==> src/rtl/sobol_index_seq.sv <==
// sobol_index_seq: walks paths x time-steps and emits (idx, dim) requests in
// path-major order on a valid/ready stream, with per-path and end-of-run tags.

package fpga_cfg_pkg;
  localparam int FP_WIDTH = 16;
endpackage

`default_nettype none

module sobol_index_seq #(
  parameter int  WIDTH = fpga_cfg_pkg::FP_WIDTH,
  parameter int  M     = 50,
  localparam int DW    = $clog2(M)
) (
  input  logic             clk,
  input  logic             rst_n,
  input  logic             start,
  input  logic             abort,
  input  logic [WIDTH-1:0] first_idx,
  input  logic [WIDTH-1:0] n_paths,
  input  logic [DW-1:0]    last_dim,
  output logic             valid_out,
  input  logic             ready_in,
  output logic [WIDTH-1:0] idx_out,
  output logic [DW-1:0]    dim_out,
  output logic [WIDTH-1:0] path_out,
  output logic             last_dim_out,
  output logic             last_out,
  output logic             busy,
  output logic             done
);

  localparam logic [DW-1:0] DIM_MAX = DW'(M - 1);

  typedef enum logic [1:0] {S_IDLE, S_RUN, S_FLUSH} state_t;

  state_t           state_q, state_d;
  logic [WIDTH-1:0] first_q, first_d;
  logic [WIDTH-1:0] npaths_q, npaths_d;
  logic [DW-1:0]    lastdim_q, lastdim_d;
  logic [DW-1:0]    dim_cnt_q, dim_cnt_d;
  logic [WIDTH-1:0] path_cnt_q, path_cnt_d;
  logic             valid_q, valid_d;
  logic [WIDTH-1:0] idx_q, idx_d;
  logic [DW-1:0]    dim_q, dim_d;
  logic [WIDTH-1:0] path_q, path_d;
  logic             ldo_q, ldo_d;
  logic             lo_q, lo_d;
  logic             busy_q, busy_d;
  logic             done_q, done_d;

  logic [DW-1:0]    cfg_lastdim;
  logic             is_idle;
  logic [WIDTH-1:0] src_first, src_npaths, src_path;
  logic [DW-1:0]    src_lastdim, src_dim;
  logic             src_last_dim, src_last;

  assign cfg_lastdim = (last_dim > DIM_MAX) ? DIM_MAX : last_dim;

  // In IDLE the first beat is built straight from the live config so it can
  // appear one cycle after start; afterwards only latched values are used.
  assign is_idle      = (state_q == S_IDLE);
  assign src_first    = is_idle ? first_idx   : first_q;
  assign src_npaths   = is_idle ? n_paths     : npaths_q;
  assign src_lastdim  = is_idle ? cfg_lastdim : lastdim_q;
  assign src_dim      = is_idle ? '0          : dim_cnt_q;
  assign src_path     = is_idle ? '0          : path_cnt_q;
  assign src_last_dim = (src_dim == src_lastdim);
  assign src_last     = src_last_dim && (src_path == src_npaths - WIDTH'(1));

  always_comb begin
    state_d    = state_q;
    first_d    = first_q;
    npaths_d   = npaths_q;
    lastdim_d  = lastdim_q;
    dim_cnt_d  = dim_cnt_q;
    path_cnt_d = path_cnt_q;
    valid_d    = valid_q;
    idx_d      = idx_q;
    dim_d      = dim_q;
    path_d     = path_q;
    ldo_d      = ldo_q;
    lo_d       = lo_q;
    busy_d     = busy_q;
    done_d     = 1'b0;

    case (state_q)
      S_IDLE: begin
        // A start arriving in the done cycle is deliberately not accepted.
        if (start && !done_q) begin
          first_d   = first_idx;
          npaths_d  = n_paths;
          lastdim_d = cfg_lastdim;
          if (n_paths == '0) begin
            done_d = 1'b1;
          end else begin
            busy_d = 1'b1;
          end
        end
      end
      S_RUN: begin
        if (abort) begin
          valid_d = 1'b0;
          busy_d  = 1'b0;
          state_d = S_IDLE;
        end
      end
      S_FLUSH: begin
        if (abort) begin
          valid_d = 1'b0;
          busy_d  = 1'b0;
          state_d = S_IDLE;
        end else if (ready_in) begin
          valid_d = 1'b0;
          busy_d  = 1'b0;
          done_d  = 1'b1;
          state_d = S_IDLE;
        end
      end
      default: state_d = S_IDLE;
    endcase

    if ((is_idle && start && !done_q && (n_paths != '0)) ||
        ((state_q == S_RUN) && !abort && (!valid_q || ready_in))) begin
      valid_d = 1'b1;
      idx_d   = src_first + src_path;
      dim_d   = src_dim;
      path_d  = src_path;
      ldo_d   = src_last_dim;
      lo_d    = src_last;
      if (src_last_dim) begin
        dim_cnt_d  = '0;
        path_cnt_d = src_path + WIDTH'(1);
      end else begin
        dim_cnt_d  = src_dim + DW'(1);
        path_cnt_d = src_path;
      end
      state_d = src_last ? S_FLUSH : S_RUN;
    end
  end

  always_ff @(posedge clk or negedge rst_n) begin
    if (!rst_n) begin
      state_q    <= S_IDLE;
      first_q    <= '0;
      npaths_q   <= '0;
      lastdim_q  <= '0;
      dim_cnt_q  <= '0;
      path_cnt_q <= '0;
      valid_q    <= 1'b0;
      idx_q      <= '0;
      dim_q      <= '0;
      path_q     <= '0;
      ldo_q      <= 1'b0;
      lo_q       <= 1'b0;
      busy_q     <= 1'b0;
      done_q     <= 1'b0;
    end else begin
      state_q    <= state_d;
      first_q    <= first_d;
      npaths_q   <= npaths_d;
      lastdim_q  <= lastdim_d;
      dim_cnt_q  <= dim_cnt_d;
      path_cnt_q <= path_cnt_d;
      valid_q    <= valid_d;
      idx_q      <= idx_d;
      dim_q      <= dim_d;
      path_q     <= path_d;
      ldo_q      <= ldo_d;
      lo_q       <= lo_d;
      busy_q     <= busy_d;
      done_q     <= done_d;
    end
  end

  assign valid_out    = valid_q;
  assign idx_out      = idx_q;
  assign dim_out      = dim_q;
  assign path_out     = path_q;
  assign last_dim_out = ldo_q;
  assign last_out     = lo_q;
  assign busy         = busy_q;
  assign done         = done_q;

endmodule

`default_nettype wire

==> config.mk <==
export PLATFORM = sky130hd
export DESIGN_NAME = sobol_index_seq
export DESIGN_NICKNAME = d
export VERILOG_FILES = /design/src/rtl/sobol_index_seq.sv
export SDC_FILE = /design/constraint.sdc
export NUM_CORES = 1
export LEC_CHECK = 0
export CELL_PAD_IN_SITES_DETAIL_PLACEMENT = 1
export CELL_PAD_IN_SITES_GLOBAL_PLACEMENT = 1
export CORE_UTILIZATION = 42
export DETAILED_ROUTE_END_ITERATION = 10
export DONT_BUFFER_PORTS = 1
export GPL_ROUTABILITY_DRIVEN = 0
export PLACE_DENSITY_LB_ADDON = 0.08
export SLEW_MARGIN = 20
export SYNTH_ARGS = -nofsm -noshare
export SYNTH_HDL_FRONTEND = slang
export SYNTH_SLANG_ARGS = --single-unit
==> constraint.sdc <==
create_clock -name clk -period 6.1 [get_ports clk]
set_input_delay 1.525 -clock clk [delete_from_list [all_inputs] [get_ports clk]]
set_output_delay 1.525 -clock clk [all_outputs]
set_load 0.02 [all_outputs]
# After elaboration in Yosys (flattened, before gate mapping)
# Cells that the tools add are included.
dict set report totals {
  register_bits 105
  mem_bits_rw 0
  rom_bits 0
  wordCells 78
  latchBits 0
  n_memories 0
  input_bits 43
}
dict set report op_classes {
  n_lt_le_gt_ge 1
  reduce_logical 21
  n_mul 0
  bitwise 0
  n_div 0
  muxes 27
  eq_ne 11
  n_shift 0
  add_sub_neg 4
}
# cell count
set op_table {}
lappend op_table {{2-to-1 mux 16 bit} 4}
lappend op_table {{2-to-1 mux 6 bit} 4}
lappend op_table {{adder 16 x 1 -> 16 bit, second input constant} 1}
lappend op_table {{adder 16 bit} 1}
lappend op_table {{== test 16 bit} 1}
lappend op_table {{logical NOT 16 bit} 1}
lappend op_table {{nonzero test 16 bit} 1}
lappend op_table {{subtractor 16 x 1 -> 16 bit, second input constant} 1}
lappend op_table {{2-to-1 mux 1 bit} 10}
lappend op_table {{2-to-1 mux 2 bit} 5}
lappend op_table {{logical AND 1 bit} 7}
lappend op_table {{adder 6 x 1 -> 6 bit, second input constant} 1}
lappend op_table {{== test 6 bit} 1}
lappend op_table {{> comparator 6 bit, second input constant} 1}
lappend op_table {{case mux 2 bit (3 select lines)} 1}
lappend op_table {{AND reduction 3 bit} 2}
lappend op_table {{nonzero test 3 bit} 2}
lappend op_table {{AND reduction 5 bit} 1}
lappend op_table {{!= test 2 x 1 -> 1 bit, second input constant} 2}
lappend op_table {{!= test 2 bit, second input constant} 2}
lappend op_table {{!= test 4 bit, second input constant} 1}
lappend op_table {{case mux 1 bit (2 select lines)} 2}
lappend op_table {{logical NOT 1 bit} 3}
lappend op_table {{!= test 3 x 2 -> 1 bit, second input constant} 1}
lappend op_table {{7 further kinds} 8}

# Longest topological paths before layout
dict set report logic_depth {
  depth_word 7
  depth_mapped 18
  mapped_depth_nobuf 13
}

# Least setup slack after synthesis
# No wires, ideal clock.
dict set report synth_path {
  path_kind {register to register}
  startpoint {register state_q[0]}
  endpoint {register idx_q[13] (netlist: idx_out[13])}
  t_arrival_ns 4.159
  n_path_buf 6
  setup_slack_ns 1.805
  setup_ns 0.136
  path_stages_with_launch 19
  path_cell_list {dfrtp_1 inv_1 ha_1 buf_6 clkbuf_1 clkbuf_1 clkbuf_1 clkbuf_1 clkbuf_1 mux2i_1 inv_1 ha_1 a211oi_1 o21ai_0 a31oi_1 o2111ai_1 a31oi_1 xor2_1 o21ai_0}
}
dict set report synth_between {
  elab_chain_len 5
  elab_cells_between_ends 11
  cone_classes {add/sub: 1; eq/ne: 1; mux: 2; reduce/logical: 7}
}
# element line
set synth_lines {}
lappend synth_lines {{start: declaration} 37} ;# state_t state_q, state_d;
lappend synth_lines {{start signal: assignment} 159} ;# state_q <= state_d;
lappend synth_lines {{parallel branches: the longest is 5 deep, another holds adder 16 bit} --}
lappend synth_lines {{end signal: assignment} 166} ;# idx_q <= idx_d;
lappend synth_lines {{end: declaration} 44} ;# logic [WIDTH-1:0] idx_q, idx_d;
# Parallel ways; which one is timed is not known.
# A chain may end at the register's enable or synchronous reset.

# Worst setup path after layout
dict set report layout_path {
  startpoint {register state_q[0]}
  endpoint {register idx_q[14] (netlist: idx_out[14])}
}
dict set report layout_between {
  elab_cells_between_ends 11
  cone_classes {add/sub: 1; eq/ne: 1; mux: 2; reduce/logical: 7}
}
# element line
set layout_rtl {}
lappend layout_rtl {{logical NOT 2 bit} 62} ;# assign is_idle = (state_q == S_IDLE);
lappend layout_rtl {{2-to-1 mux 16 bit} 67} ;# assign src_path = is_idle ? '0 : path_cnt_q;
lappend layout_rtl {{net src_path[0]} 54} ;# logic [WIDTH-1:0] src_first, src_npaths, src_path;
lappend layout_rtl {{adder 16 bit} 126} ;# idx_d = src_first + src_path;
# The timed path passes the listed nets, and every way through them passes these cells.

==> metrics.md <==
| Metric | Value |
|---|---|
| Status | `finished with violations` |
| Failing checks | `design-rule violations` |
| Buf/Inv on CP | `3` |
| Tmin final | `4.15 ns` |
| TritonCTS Sinks | `105` |
| Tot Pwr | `3.43 mW` |
| Seq. cell area | `2630 um^2` |
| Detailed Routing Iterations Pass 1 | `7` |
| VDD IR max | `0.302 mV` |
| First-pass GRT wire length | `28.7 mm` |
| Distinct cell type count of the synthesized netlist | `63` |
| Sequential-to-total area share from yosys stat | `41.4%` |
| Post-Synth XOR/XNOR Area | `6.98%` |
| Final #Nets | `721` |
| DIE HEIGHT | `125 um` |
| Skew final | `0.00588 ns` |
| Post-synth EDFFs | `0` |
| Hold wc startpoint | `first_q[5]` |
| Worst hold path type | `reg2reg` |
| Initial drt markers | `234` |
| Via/cell ratio | `5.83` |
| CTS tree | `built` |
| Routed WL | `17.1 mm` |
| Hold Slack | `0.503 ns` |
| Critical path type | `reg2reg` |
| Critical path data arrival time | `4.42 ns` |
| Unrepaired setup endpoints after global routing | `no` |
| TritonCTS buffer count | `9` |
| Worst-Skew Late Latency | `0.35 ns` |
| CP peak stage delay | `0.83 ns` |
| H-tree depth | `3` |
| Max-slew headroom | `35.5%` |
| Post-Synthesis Cells | `670` |
| Row cnt | `44` |
| Worst reg-to-reg setup slack | `1.95 ns` |
| Initial antenna violation count | `0` |
| Type of origin of the critical path | `flip-flop` |
| Die ar. | `15600 um^2` |
| Synth Area in Adders | `4.46%` |
| Crit-path slowest cell | `ha_2` |
| Final setup viols | `0` |
| Critical R2R Launch | `state_q[0]` |
| CTS clk-pin slew, worst paths | `0.07 ns` |
| Crit end category | `flip-flop` |
| Post-route ant nets | `0` |
| Synth top area share | `41.4%` |
| I/O Buffers | `0` |
| Multiplexer share of the synthesized area | `12.0%` |
| Count leader, synth | `dfrtp_1` |
| Initial core utilization | `43.3%` |
| Clk root buf | `clkbuf_16` |
| Routed via count | `4926` |
| Final period util | `68.0%` |
| Mapped Area | `6350 um^2` |
| Worst-Margin Slew | `0.967 ns` |
| Slew Viols, Final | `0` |
| Synth top area cells | `dfrtp_1 41%, mux2_2 9.8%, nand2_1 5.8%, ha_1 4.1%, o21ai_0 3.7%` |
| # fillers | `1660` |
| Setup bufs post-CTS | `0` |
| Gr ovfl total | `0` |
| FF+latch count, synth | `105` |
| Maximum clock rate | `0.241 GHz` |
| HPWL after DPL | `12.5 mm` |
| Max-cap viol count | `0` |
| Area grow syn2layout | `7.67%` |
| Synth async-reset ratio | `100%` |
| Most common flop cell mapped by yosys | `dfrtp_1` |
| Final core utilization | `46.7%` |
| Cts repair resizes | `0` |
| Fin area | `6830 um^2` |
| Area of the core | `14600 um^2` |
| Avg Inst Size Synth | `9.47 um^2` |
| Share of cells above drive strength 1 | `12.3%` |
| Post-synth top cells | `105 x dfrtp_1, 98 x nand2_1, 55 x mux2_2` |
| DRC | `12` |
| Routed WL per cell | `20.3 um` |
| Leak | `2.88 nW` |
| Synth Area in Compound Gates | `12.1%` |
| Vias in the first global route | `5351` |
| Pwr Density | `502 nW/um^2` |
| Worst-path maximum fanout | `49` |
| Net Count, Synth | `735` |
| IO Count | `86` |
| Fin Setup TNS | `0 ns` |
| Total GRT Usage | `23.4%` |
| Ys Warns | `0` |
| Final hold violation count | `0` |
| Largest family of logic cells by synthesized area | `simple AND/OR/NAND/NOR gates` |
| Post-Synth Simple-Gate Area | `20.4%` |
| Crit path launch | `state_q[0]` |
| Post-DP Area | `6510 um^2` |
| Die width | `125 um` |
| CP top delay family | `adder cells` |
| Largest net degree at the start of global routing | `106` |
| CTS Hold Bufs | `0` |
| Clk buf depth | `2` |
| Synth area leader | `dfrtp_1` |
| Antenna Cells | `0` |
| Area of the multi-input gates | `3560 um^2` |
| CP required | `6.38 ns` |
| Crit path cell chain | `inv_1 -> ha_2 -> buf_4 -> nor2b_1 -> ha_1 -> inv_1 -> fa_1 -> nor2b_1 -> o2111a_1 -> nor3_1 -> or3_1 -> a41oi_1 -> a211o_1 -> o211ai_1` |
[path summary, 6_finish.rpt]
kind / to / cells past startpoint
max reg2reg: idx_out[14] / 14
min in group asynchronous: npaths_q[12] / 0
max: idx_out[14] / 14
max in group asynchronous: path_out[12] / 0
min reg2reg: first_q[5] / 1
min: first_q[5] / 1
[where the power goes]
group / total [mW] / switching [mW] / internal [mW]
sequential: 1.28 / 0.334 / 0.944
combinational: 1.51 / 0.864 / 0.650
clock: 0.640 / 0.257 / 0.383
total: 3.43 / 1.46 / 1.98
[cell type report]
type,count,share of cell area (%)
sequential,105,38.5
clock buffer,14,3.86
timing repair buffer,5,0.549
inverter,14,0.769
clock inverter,2,0.879
tap,184,3.37
multi-input combinational,521,52.1
[worst register-to-register path: stages, from the launching register on]
cell	delay, ns
dfrtp_1	0.41
inv_1	0.10
ha_2	0.83
buf_4	0.53
nor2b_1	0.18
ha_1	0.27
inv_1	0.08
fa_1	0.20
nor2b_1	0.07
o2111a_1	0.26
nor3_1	0.33
or3_1	0.19
a41oi_1	0.19
a211o_1	0.35
o211ai_1	0.09
[logic make-up after synthesis]
kind of cell,count (synthesis)
fa+ha+maj,22
flops,105
xor+xnor,49
simple gates,260
mux,69
buf+inv,44
compound gates,121
[sequential cells by signal, indices dropped and copies added, names as in the netlist]
register      flops
dim_cnt_q         6
npaths_q         16
lastdim_q         6
busy              1
done              1
dim_out           6
valid_out         1
last_out          1
state_q           2
last_dim_out      1
first_q          16
idx_out          16
path_cnt_q       16
path_out         16
[routing by layer]
layer	part of all wire [%]	global-route usage, %	up-vias
li1	-	-	2357
met1	47	31.1	2471
met2	47	38.3	83
met3	5.0	5.58	15
met4	1.2	5.88	0
met5	0	0	-
[layout by cell type, fill, tap and decap left out, drive strengths merged, types with 3 or more instances in the layout]
cell,netlist,final
dfrtp,105,105
nand2,98,98
mux2,55,55
o21ai,48,48
nor2,42,42
xor2,26,26
a21oi,23,23
xnor2,22,22
ha,21,21
nor3,20,20
nor2b,19,19
nand3,18,18
mux2i,14,14
clkbuf,26,14
inv,13,13
nor4,11,11
nand2b,8,8
or3,8,8
nand3b,7,7
o31ai,7,7
and3,6,6
buf,4,5
nand4,4,4
or4,4,4
a22o,4,4
a211oi,4,4
a21o,4,4
a31oi,4,4
and4,3,3
a221o,3,3
o211ai,3,3
[metrics by stage]
step                      cells  worst slack (ns)
after floorplan             670              1.81
after global placement      829              2.03
after detailed placement    829              1.90
after CTS                   845              1.93
after global routing        845              1.65
final                       845              1.95
Power figures use the tool's default switching activity.
